==> src/rtl/alarm_controller.sv <==
// alarm_controller
//
// Sequential door-alarm controller. It adds an exit delay after arming, an
// entry delay after the door opens, a siren that sounds for a fixed time,
// and a memory state that records that the alarm went off. All delays are
// counted in clk_2 cycles. Every output comes straight from a flop.
//
// Ports
//   clk_2        in   1      system clock, rising edge
//   reset_n      in   1      synchronous active-low reset
//   porta        in   1      1 = door open
//   relogio      in   1      1 = arming window active
//   interruptor  in   1      1 = owner override key
//   alarme       out  1      siren, high only while triggered
//   armado       out  1      high in ARMADO, ENTRADA, DISPARADO, MEMORIA
//   estado       out  3      current state code
//   contagem     out  CNT_W  remaining cycles of a timed state, else 0
module alarm_controller #(
  parameter int unsigned EXIT_DELAY  = 8,
  parameter int unsigned ENTRY_DELAY = 4,
  parameter int unsigned SIREN_TIME  = 16,
  parameter int unsigned CNT_W       = 5
) (
  input  logic             clk_2,
  input  logic             reset_n,
  input  logic             porta,
  input  logic             relogio,
  input  logic             interruptor,
  output logic             alarme,
  output logic             armado,
  output logic [2:0]       estado,
  output logic [CNT_W-1:0] contagem
);

  typedef enum logic [2:0] {
    DESARMADO = 3'd0,
    SAIDA     = 3'd1,
    ARMADO    = 3'd2,
    ENTRADA   = 3'd3,
    DISPARADO = 3'd4,
    MEMORIA   = 3'd5
  } state_t;

  localparam logic [CNT_W-1:0] CNT_EXIT  = CNT_W'(EXIT_DELAY);
  localparam logic [CNT_W-1:0] CNT_ENTRY = CNT_W'(ENTRY_DELAY);
  localparam logic [CNT_W-1:0] CNT_SIREN = CNT_W'(SIREN_TIME);
  localparam logic [CNT_W-1:0] CNT_ONE   = CNT_W'(1);

  state_t           state;
  state_t           next_state;
  logic [CNT_W-1:0] next_cnt;
  logic             desarme;

  // Disarm is possible from any state: the arming window closing, or the
  // owner key turned while the door is shut. The key does nothing with the
  // door open, so an intruder holding the door cannot use it.
  assign desarme = ~relogio | (interruptor & ~porta);

  // Next-state and next-count logic. The timed states count down to 1 and
  // act on that last cycle, so contagem never drops below 1 while timing.
  always_comb begin
    next_state = state;
    next_cnt   = contagem;
    if (desarme) begin
      next_state = DESARMADO;
      next_cnt   = '0;
    end else begin
      case (state)
        DESARMADO: begin
          next_state = SAIDA;
          next_cnt   = CNT_EXIT;
        end
        SAIDA: begin
          if (contagem > CNT_ONE) begin
            next_cnt = contagem - CNT_ONE;
          end else if (porta) begin
            // Door still open at the end of the exit delay: start over.
            next_cnt = CNT_EXIT;
          end else begin
            next_state = ARMADO;
            next_cnt   = '0;
          end
        end
        ARMADO: begin
          next_cnt = '0;
          if (porta) begin
            next_state = ENTRADA;
            next_cnt   = CNT_ENTRY;
          end
        end
        ENTRADA: begin
          // Closing the door again does not cancel the entry countdown.
          if (contagem > CNT_ONE) begin
            next_cnt = contagem - CNT_ONE;
          end else begin
            next_state = DISPARADO;
            next_cnt   = CNT_SIREN;
          end
        end
        DISPARADO: begin
          if (contagem > CNT_ONE) begin
            next_cnt = contagem - CNT_ONE;
          end else begin
            next_state = MEMORIA;
            next_cnt   = '0;
          end
        end
        MEMORIA: begin
          next_cnt = '0;
          if (porta) begin
            next_state = DISPARADO;
            next_cnt   = CNT_SIREN;
          end
        end
        default: begin
          next_state = DESARMADO;
          next_cnt   = '0;
        end
      endcase
    end
  end

  // State register. alarme and armado are decoded from the next state so
  // that they are registered and line up with estado on the same cycle.
  always_ff @(posedge clk_2) begin
    if (!reset_n) begin
      state    <= DESARMADO;
      contagem <= '0;
      alarme   <= 1'b0;
      armado   <= 1'b0;
    end else begin
      state    <= next_state;
      contagem <= next_cnt;
      alarme   <= (next_state == DISPARADO);
      armado   <= (next_state == ARMADO) || (next_state == ENTRADA) ||
                  (next_state == DISPARADO) || (next_state == MEMORIA);
    end
  end

  assign estado = state;

endmodule
==> config.mk <==
export PLATFORM = sky130hd
export DESIGN_NAME = alarm_controller
export DESIGN_NICKNAME = d
export VERILOG_FILES = /design/src/rtl/alarm_controller.sv
export SDC_FILE = /design/constraint.sdc
export NUM_CORES = 1
export LEC_CHECK = 0
export BUFFER_PORTS_ARGS = -buffer_cell sky130_fd_sc_hd__buf_2
export CAP_MARGIN = 20
export CORE_AREA = 2 2 39 41
export DETAILED_ROUTE_END_ITERATION = 10
export DIE_AREA = 0 0 41 43
export MAX_ROUTING_LAYER = met4
export PLACE_DENSITY_LB_ADDON = 0.15
export SLEW_MARGIN = 40
export SYNTH_ARGS = -nofsm -noshare
export SYNTH_HDL_FRONTEND = slang
export SYNTH_SLANG_ARGS = --single-unit
export TNS_END_PERCENT = 20
==> constraint.sdc <==
create_clock -name clk_2 -period 3.3 [get_ports clk_2]
set_input_delay 0 -clock clk_2 [delete_from_list [all_inputs] [get_ports clk_2]]
set_output_delay 0 -clock clk_2 [all_outputs]
set_load 0.05 [all_outputs]
* Word level (Yosys, flattened, before mapping)
Index checks and enable logic that the tools add are counted. Widths: inputs -> output; s select.
Storage, ports and cells: register bits after elaboration 10, input port bits 5, output and inout bits 10
Operators by class: add/subtract/negate cells 1, $lt $le $gt $ge 1, eq/ne operators 9, multiplexer cells 15, bitwise operators 5, reductions and logical operators 5
Operators with widths (count):
- $pmux 5 s6 | 1
- $mux 3 | 8
- $mux 5 | 4
- $pmux 3 s6 | 1
- $eq 3x2->1 const B | 4
- $eq 3x3->1 const B | 4
- $gt 5x1->1 const B | 1
- $sub 5x1->5 const B | 1
- $mux 4 | 1
- $eq 3x1->1 const B | 1
- $logic_not 3->1 | 1
- $logic_or 1x1->1 | 3
- $not 1->1 | 3
- $reduce_or 2->1 | 1
- $and 1x1->1 | 1
- $or 1x1->1 | 1

* Longest topological paths before layout
Gate-level depths: netlist (run 1).
depth in word-level cells 8, gate-level depth with buffers 6

* Worst setup path before layout (run 1)
Ideal clock, no wire load.
path type register to register, start register contagem[1], end register alarme, setup time 0.119 ns, arrival 1.701 ns, data required time 3.181 ns, setup slack 1.480 ns, cell stages (with the launch flop) 7, clock period less this slack 1.820 ns, cell sequence dfxtp_1 > inv_1 > ha_1 > o21bai_2 > nand2_1 > nor3_1 > o221a_2
Between the ends: cells in the longest elaborated chain, start to end 5, elaborated cells between the ends (all ways) 7, classes of those cells 1 x order compare; 1 x eq/ne; 5 x mux
Ends and longest elaborated chain:
- start: declaration | RTL line 32 | output logic [CNT_W-1:0] contagem
- start signal: assignment | RTL line 133 | contagem <= next_cnt;
- $gt 5x1->1 (*) | RTL line 74, 93, 101
- $mux 3, on equally long branches | RTL line 101, 74, 93
- $pmux 3 s6 (*) | RTL line 68 | case (state)
- $mux 3 (*) | RTL line 64 | if (desarme) begin
- $eq 3x3->1 (*) | RTL line 134 | alarme <= (next_state == DISPARADO);
- end signal: assignment | RTL line 134
- end: declaration | RTL line 29 | output logic alarme,
Every way passes the cells marked *; elsewhere a longest branch is shown, timed or not. A chain may end at the register's enable or synchronous reset.

* Worst setup path after layout (run 1)
start register contagem[0], end register contagem[4]
Between the ends: cells in the longest elaborated chain, start to end 3, elaborated cells between the ends (all ways) 6, classes of those cells 1 x add/sub; 1 x order compare; 4 x mux
Ends and longest elaborated chain (RTL line):
- $sub 5x1->5 or $gt 5x1->1 (tied branches)
- $mux 5, on equally long branches | 101, 74, 93
- $pmux 5 s6 (*) | 68
Marks and branches as above.

==> impl_results.md, run 1 <==
- Leakage: around 0.33 nW
- Die area: 0.00176 sq mm
- Syn. warnings: 0
- Max-Cap Viols: 0
- Post-DP HPWL: 1040 microns
- Drt via density: 5.77
- Max Fclk: between 500 and 600 MHz
- GRT overflow: 0
- # rows: 14
- Routed length per instance: 13.2 microns
- # diodes: 0
- Pin count of the biggest net entering global routing: 14
- Setup WS pre-CTS: 1630 ps
- Final setup viols: 0
- First-pass GRT wire length: ~2200 microns
- CTS buffer count: 3
- Asr flop ratio synth: 0%
- RSZ-0062 raised after global routing: false
- Buffer depth of the longest clock path: 2
- Worst-Margin Slew: 551 ps
- Synthesized flop and latch total: 10
- Tot GR Track Use: between 10% and 20%
- Met2 Wirelength: about 630 microns
- Die Wd: a little over 40 microns
- Routed wl met3: 76 microns
- Synth cell count leaders: 10 x dfxtp_1, 8 x nand2_1
- Synth Net Count: between 80 and 90
- Worst-Skew Late Latency: 270 ps
- Clock Skew: 11.2 ps
- FF+latch area: 200 sq um
- Share of layout cells above drive strength 1: 25.3%
- CTS Hold Bufs: 0
- FILL cells: 148
- CTS sink cnt: 10
- H-tree Lvls: 1
- Worst-path clk slew: 70 ps
- Final WS setup: 1630 ps
- Synth top area share: 32.6%
- R2R setup slack: 1630 ps
- Initial antenna violation count: 0
- Crit Path Class: reg -> reg
- Layout Nets: 100
- Clock root buffer: clkbuf_4
- M1 wire length: slightly below 700 microns
- Top Metal Used: met4
- Mean post-synth cell area: 8.08 sq um
- Routability cong.: 0.802
- I/O pin count: 15
- Critical Path RT: 3450 ps
- Sum Neg Setup Slack: 0 ps
- Outcome: finished, final reports clean
- Maximum vdd drop: approximately 0.00014 V
- Initial core utilization: between 40 and 50%
- Resized cells post-CTS: 0
- Netlist Area Pre-Place: between 600 and 700 sq um
- Post-synth EDFFs: 0
- DR iter-0 viols: 13
- Critical-path cell list: inv_1 > ha_1 > or3b_1 > and2_1 > o311ai_1 > o21ai_0
- Slowest-stage cell, CP: dfxtp_1
- Period utilization: between 50% and 60%
- CORE AREA: 0.00138 sq mm
- Vias in the first global route: 524
- Final hold vios: 0
- Critical path capture point type: flip-flop
- # DRC: 0
- Footprint of the multi-input gates: ~380 sq um
- Startpoint types: flip-flop
- Number of port buffers: 14
- Die span in y: 43 microns
- Routed vias: 617
- Register area share after synthesis: 32.6%
- Crit Path Max Fanout: 7
- Cell taking the most area after synthesis: dfxtp_1
- CP peak stage delay: around 370 ps
- Remaining antenna violation count: 0
- Drt pass-1 iters: 4
- Slew headroom: 63.3%
- Top cells by area, synth: dfxtp_1 33%, nand2_1 4.9%, a21oi_1 4.1%
- CTS tree: done
- CP Data Arrival Time: 1820 ps
- Total Wirelength: approximately 1400 microns
- Post-synthesis cell count: 76
- Pwr Density: approximately 350 mW/mm^2
- Post-CTS Setup Repair Bufs: 0
- Synth-to-Final Area Change: 15.3%
- Synth cell types: 37
- Most common cell in the netlist: dfxtp_1
- Hold Path Class: in -> reg
- Top_reg_cell synth: dfxtp_1
- Final min period: between 1500 and 2000 ps
- Fin. max-slew vios: 0
## stage by stage
| stage | instance area, sq um | hold slack (ps) | std cells | util (%) | power (mW) |
|---|---|---|---|---|---|
| 6_report | 708 | 52.0 | 107 | 51.2 | 0.250 |
| 5_1_grt | 708 | 55.5 | 107 | 51.2 | 0.265 |
| 4_1_cts | 708 | 52.4 | 107 | 51.2 | 0.253 |
| 3_5_place_dp | 686 | 327 | 104 | 49.5 | 0.170 |
| 3_3_place_gp | 686 | 327 | 104 | 49.5 | 0.170 |
| 2_1_floorplan | 614 | 162 | 76 | - | 0.162 |
## flip-flops by register name (all words and copies together) (netlist names)
register and flops:
armado 1, alarme 1, estado 3, contagem 5
## worst max-delay path: cells and delay by family (launching register included)
family | cells | cell delay (ps)
adder cells (fa/ha/maj) | 1 | 200
buffers and inverters | 1 | 110
AO/OA/AOI/OAI | 2 | 330
flip-flops | 1 | 370
AND/OR/NAND/NOR | 2 | 550
## per-layer routing
layer  track usage, %  vias to the layer above
li1                 -                      311
met5                -                        -
met2             25.6                       19
met4             8.00                        0
met3             7.85                        4
met1             26.5                      283
## cells by family (layout without fill, tap and decap cells)
logic type	count (synthesis)	after routing	share of synthesized area (%)
flops	10	10	32.6
buf+inv	7	22	6.11
compound gates	25	25	28.7
simple gates	31	31	27.1
fa+ha+maj	2	2	4.07
xor+xnor	1	1	1.43
## cell type report
| type | instances | share of cell area [%] |
|---|---|---|
| inverter | 5 | 2.65 |
| tap | 16 | 2.83 |
| multi-input combinational | 59 | 53.2 |
| clock buffer | 3 | 3.18 |
| timing repair buffer | 14 | 9.89 |
| sequential | 10 | 28.3 |
## power by group
| group | internal [mW] | total, mW | switching (mW) | leakage, nW |
|---|---|---|---|---|
| Sequential | 0.123 | 0.128 | 0.00490 | 0.0810 |
| Clock | 0.0420 | 0.0829 | 0.0408 | 0.0138 |
| Combinational | 0.0150 | 0.0396 | 0.0246 | 0.230 |
## cell usage in the layout, fill, tap and decap left out, types with 2 or more instances in the layout
cell,n
a21oi_1,5
a22oi_1,2
buf_2,14
clkbuf_4,3
dfxtp_1,10
ha_1,2
inv_1,5
nand2_1,8
nand3_1,5
nor2_1,5
nor3_1,2
o211ai_1,2
o21ai_0,3
or3_1,2
## worst paths after layout
kind	startpoint	endpoint	depth (start not counted)
max reg2reg	contagem[0]	contagem[4]	6
min	interruptor	estado[1]	3
max	contagem[0]	contagem[4]	6
min reg2reg	contagem[0]	contagem[0]	1
(Power assumes the default switching activity.)
==> run 2, diff against run 1 <==
Clock period 3.3 ns to 1.7 ns, I/O delays scaled along.
==> impl_results.md, run 2 (same netlist as run 1, synthesis figures left out) <==
- Outcome: finished, final reports clean
- Most frequent cells in the layout: 14 x buf_2, 9 x dfxtp_1, 8 x nand2_1
- First-pass GRT wire length: 2350 microns (+4.3%)
- Final hold vios: 0 (unchanged)
- Finished Layout Cells: 110 (+2.8%)
- Routed length per instance: 12.8 microns (-3.3%)
- Die span in y: 43 microns (unchanged)
- Commonest non-fill, non-tap cell in the layout: buf_2
- Critical path capture point type: flip-flop
- # rows: 14 (unchanged)
- Period utilization: 96.1% (+45 points)
- H-tree Lvls: 1 (unchanged)
- Setup WS pre-CTS: 66.8 ps (-1560 ps)
- Clock Skew: 9.10 ps (-2.09 ps)
- Die Wd: 41 microns (unchanged)
- Final setup viols: 0 (unchanged)
- DR iter-0 viols: 22 (+9)
- Routability cong.: 0.784 (-2.2%)
- Share of layout cells above drive strength 1: 31.9% (+6.6 points)
- Hold Path Class: in -> reg
- CTS buffer count: 3 (unchanged)
- Drt via density: 5.78 (+0.27%)
- # DRC: 0 (unchanged)
- Fin. max-slew vios: 0 (unchanged)
- Leakage: 0.334 nW (+2.7%)
- Max-Cap Viols: 0 (unchanged)
- CP peak stage delay: 370 ps (about the same)
- Tot GR Track Use: 20.0% (+0.31 points)
- Critical-path cell list: inv_1 > ha_2 > or3b_4 > and2_1 > o311ai_2 > o21ai_1
- Initial antenna violation count: 0 (unchanged)
- Slowest-stage cell, CP: or3b_4
- Startpoint types: flip-flop
- I/O pin count: 15 (unchanged)
- Post-DP Area: 694 sq um (+1.3%)
- CTS sink cnt: 10 (unchanged)
- CP top delay family: simple AND/OR/NAND/NOR gates
- CORE AREA: 0.00138 sq mm (unchanged)
- Synth-to-Final Area Change: 22.2%
- Pwr Density: 727 mW/mm^2 (+110%)
- Design Area, Final: 751 sq um (+6.0%)
- Remaining antenna violation count: 0 (unchanged)
- Post-DP HPWL: 1010 microns (-3.6%)
- Worst-Skew Late Latency: 270 ps (about the same)
- Cells after DPL: 105 (+0.96%)
- Register name with the most flops: contagem
- Critical Path RT: 1860 ps (-1590 ps)
- Crit Path Class: reg -> reg
- CTS tree: done
- Drt pass-1 iters: 4 (unchanged)
- Routed vias: 636 (+3.1%)
- Vias in the first global route: 543 (+3.6%)
- Slew headroom: 59.8% (-3.5 points)
- Final min period: 1630 ps (-39.1 ps)
- Layout Nets: 102 (+2.0%)
- Max Fclk: 612 MHz (+2.4%)
- Total power: 546 uW (+120%)
- Buffers and inverters on the worst path: 1 (unchanged)
- # diodes: 0 (unchanged)
- Final WS setup: 66.3 ps (-1560 ps)
- Number of port buffers: 14 (unchanged)
- Total Wirelength: 1400 microns (-0.64%)
- Worst-path clk slew: 70 ps (about the same)
- CP Data Arrival Time: 1790 ps (-30 ps)
- GRT overflow: 0 (unchanged)
- Crit Path Max Fanout: 5 (-2)
- Buffer depth of the longest clock path: 2 (unchanged)
- Flip-flop count of the largest register after layout: 5 (unchanged)
- Pin count of the biggest net entering global routing: 14 (unchanged)
- Initial core utilization: 44.4% (unchanged)
- Die area: 0.00176 sq mm (unchanged)
- Maximum vdd drop: 0.000616 V (+330%)
- Worst-Margin Slew: 603 ps (+52.1 ps)
- Clock root buffer: clkbuf_4
[run 2: cell types whose count changed in the layout (fill, tap and decap cells not counted), sizes merged]
| cell | change |
|---|---|
| buf | +2 |
| clkbuf | +1 |
[run 2: metal layers]
| metal | up-vias | part of all wire (%) | global-route usage [%] |
|---|---|---|---|
| met5 | - | 0 | - |
| met4 | 0 | 1.3 | 6.00 |
| met3 | 5 | 6.0 | 9.42 |
| met2 | 18 | 47 | 24.7 |
| met1 | 294 | 46 | 28.4 |
| li1 | 319 | - | - |
[run 2: layout make-up]
| cell class | instances | area [sq um] |
|---|---|---|
| Sequential cell | 10 | 201 |
| Multi-Input combinational cell | 59 | 389 |
| Inverter | 5 | 18.8 |
| Timing Repair Buffer | 16 | 85.1 |
| Tap cell | 16 | 20.0 |
| Clock buffer | 4 | 36.3 |
| Fill cell | 127 | 633 |
[run 2: final timing paths]
| kind | from | cells after the start | end | slack, ps |
|---|---|---|---|---|
| min reg2reg | contagem[0] | 1 | contagem[0] | 460 |
| max reg2reg | contagem[1] | 6 | contagem[4] | 70 |
| min | interruptor | 3 | estado[2] | 40 |
| max | contagem[1] | 6 | contagem[4] | 70 |
[run 2: power breakdown]
| part | switching (mW) | internal (mW) |
|---|---|---|
| sequential | 0.00941 | 0.239 |
| combinational | 0.0487 | 0.0318 |
| clock | 0.0867 | 0.130 |
[run 2: timing repair]
item / 4_1_cts / 5_1_grt
resized for setup: 0 / 4
setup buffers: 0 / 1
hold buffers: 0 / 0
setup endpoints to repair: 0 / 1
[run 2: worst reg2reg max path, cell delays in order, from the launching register on]
cell and delay [ps]:
dfxtp_2 350, inv_1 100, ha_2 180, or3b_4 370, and2_1 180, o311ai_2 240
o21ai_1 90
[run 2: metrics by stage]
stage / setup TNS, ps / utilization [%] / hold WS (ps)
2_1_floorplan: -214 / - / 162
3_3_place_gp: 0 / 50.2 / 323
3_5_place_dp: 0 / 50.2 / 321
4_1_cts: 0 / 52.8 / 40.5
5_1_grt: -6.00 / 54.2 / 54.9
6_report: 0 / 54.2 / 40.1
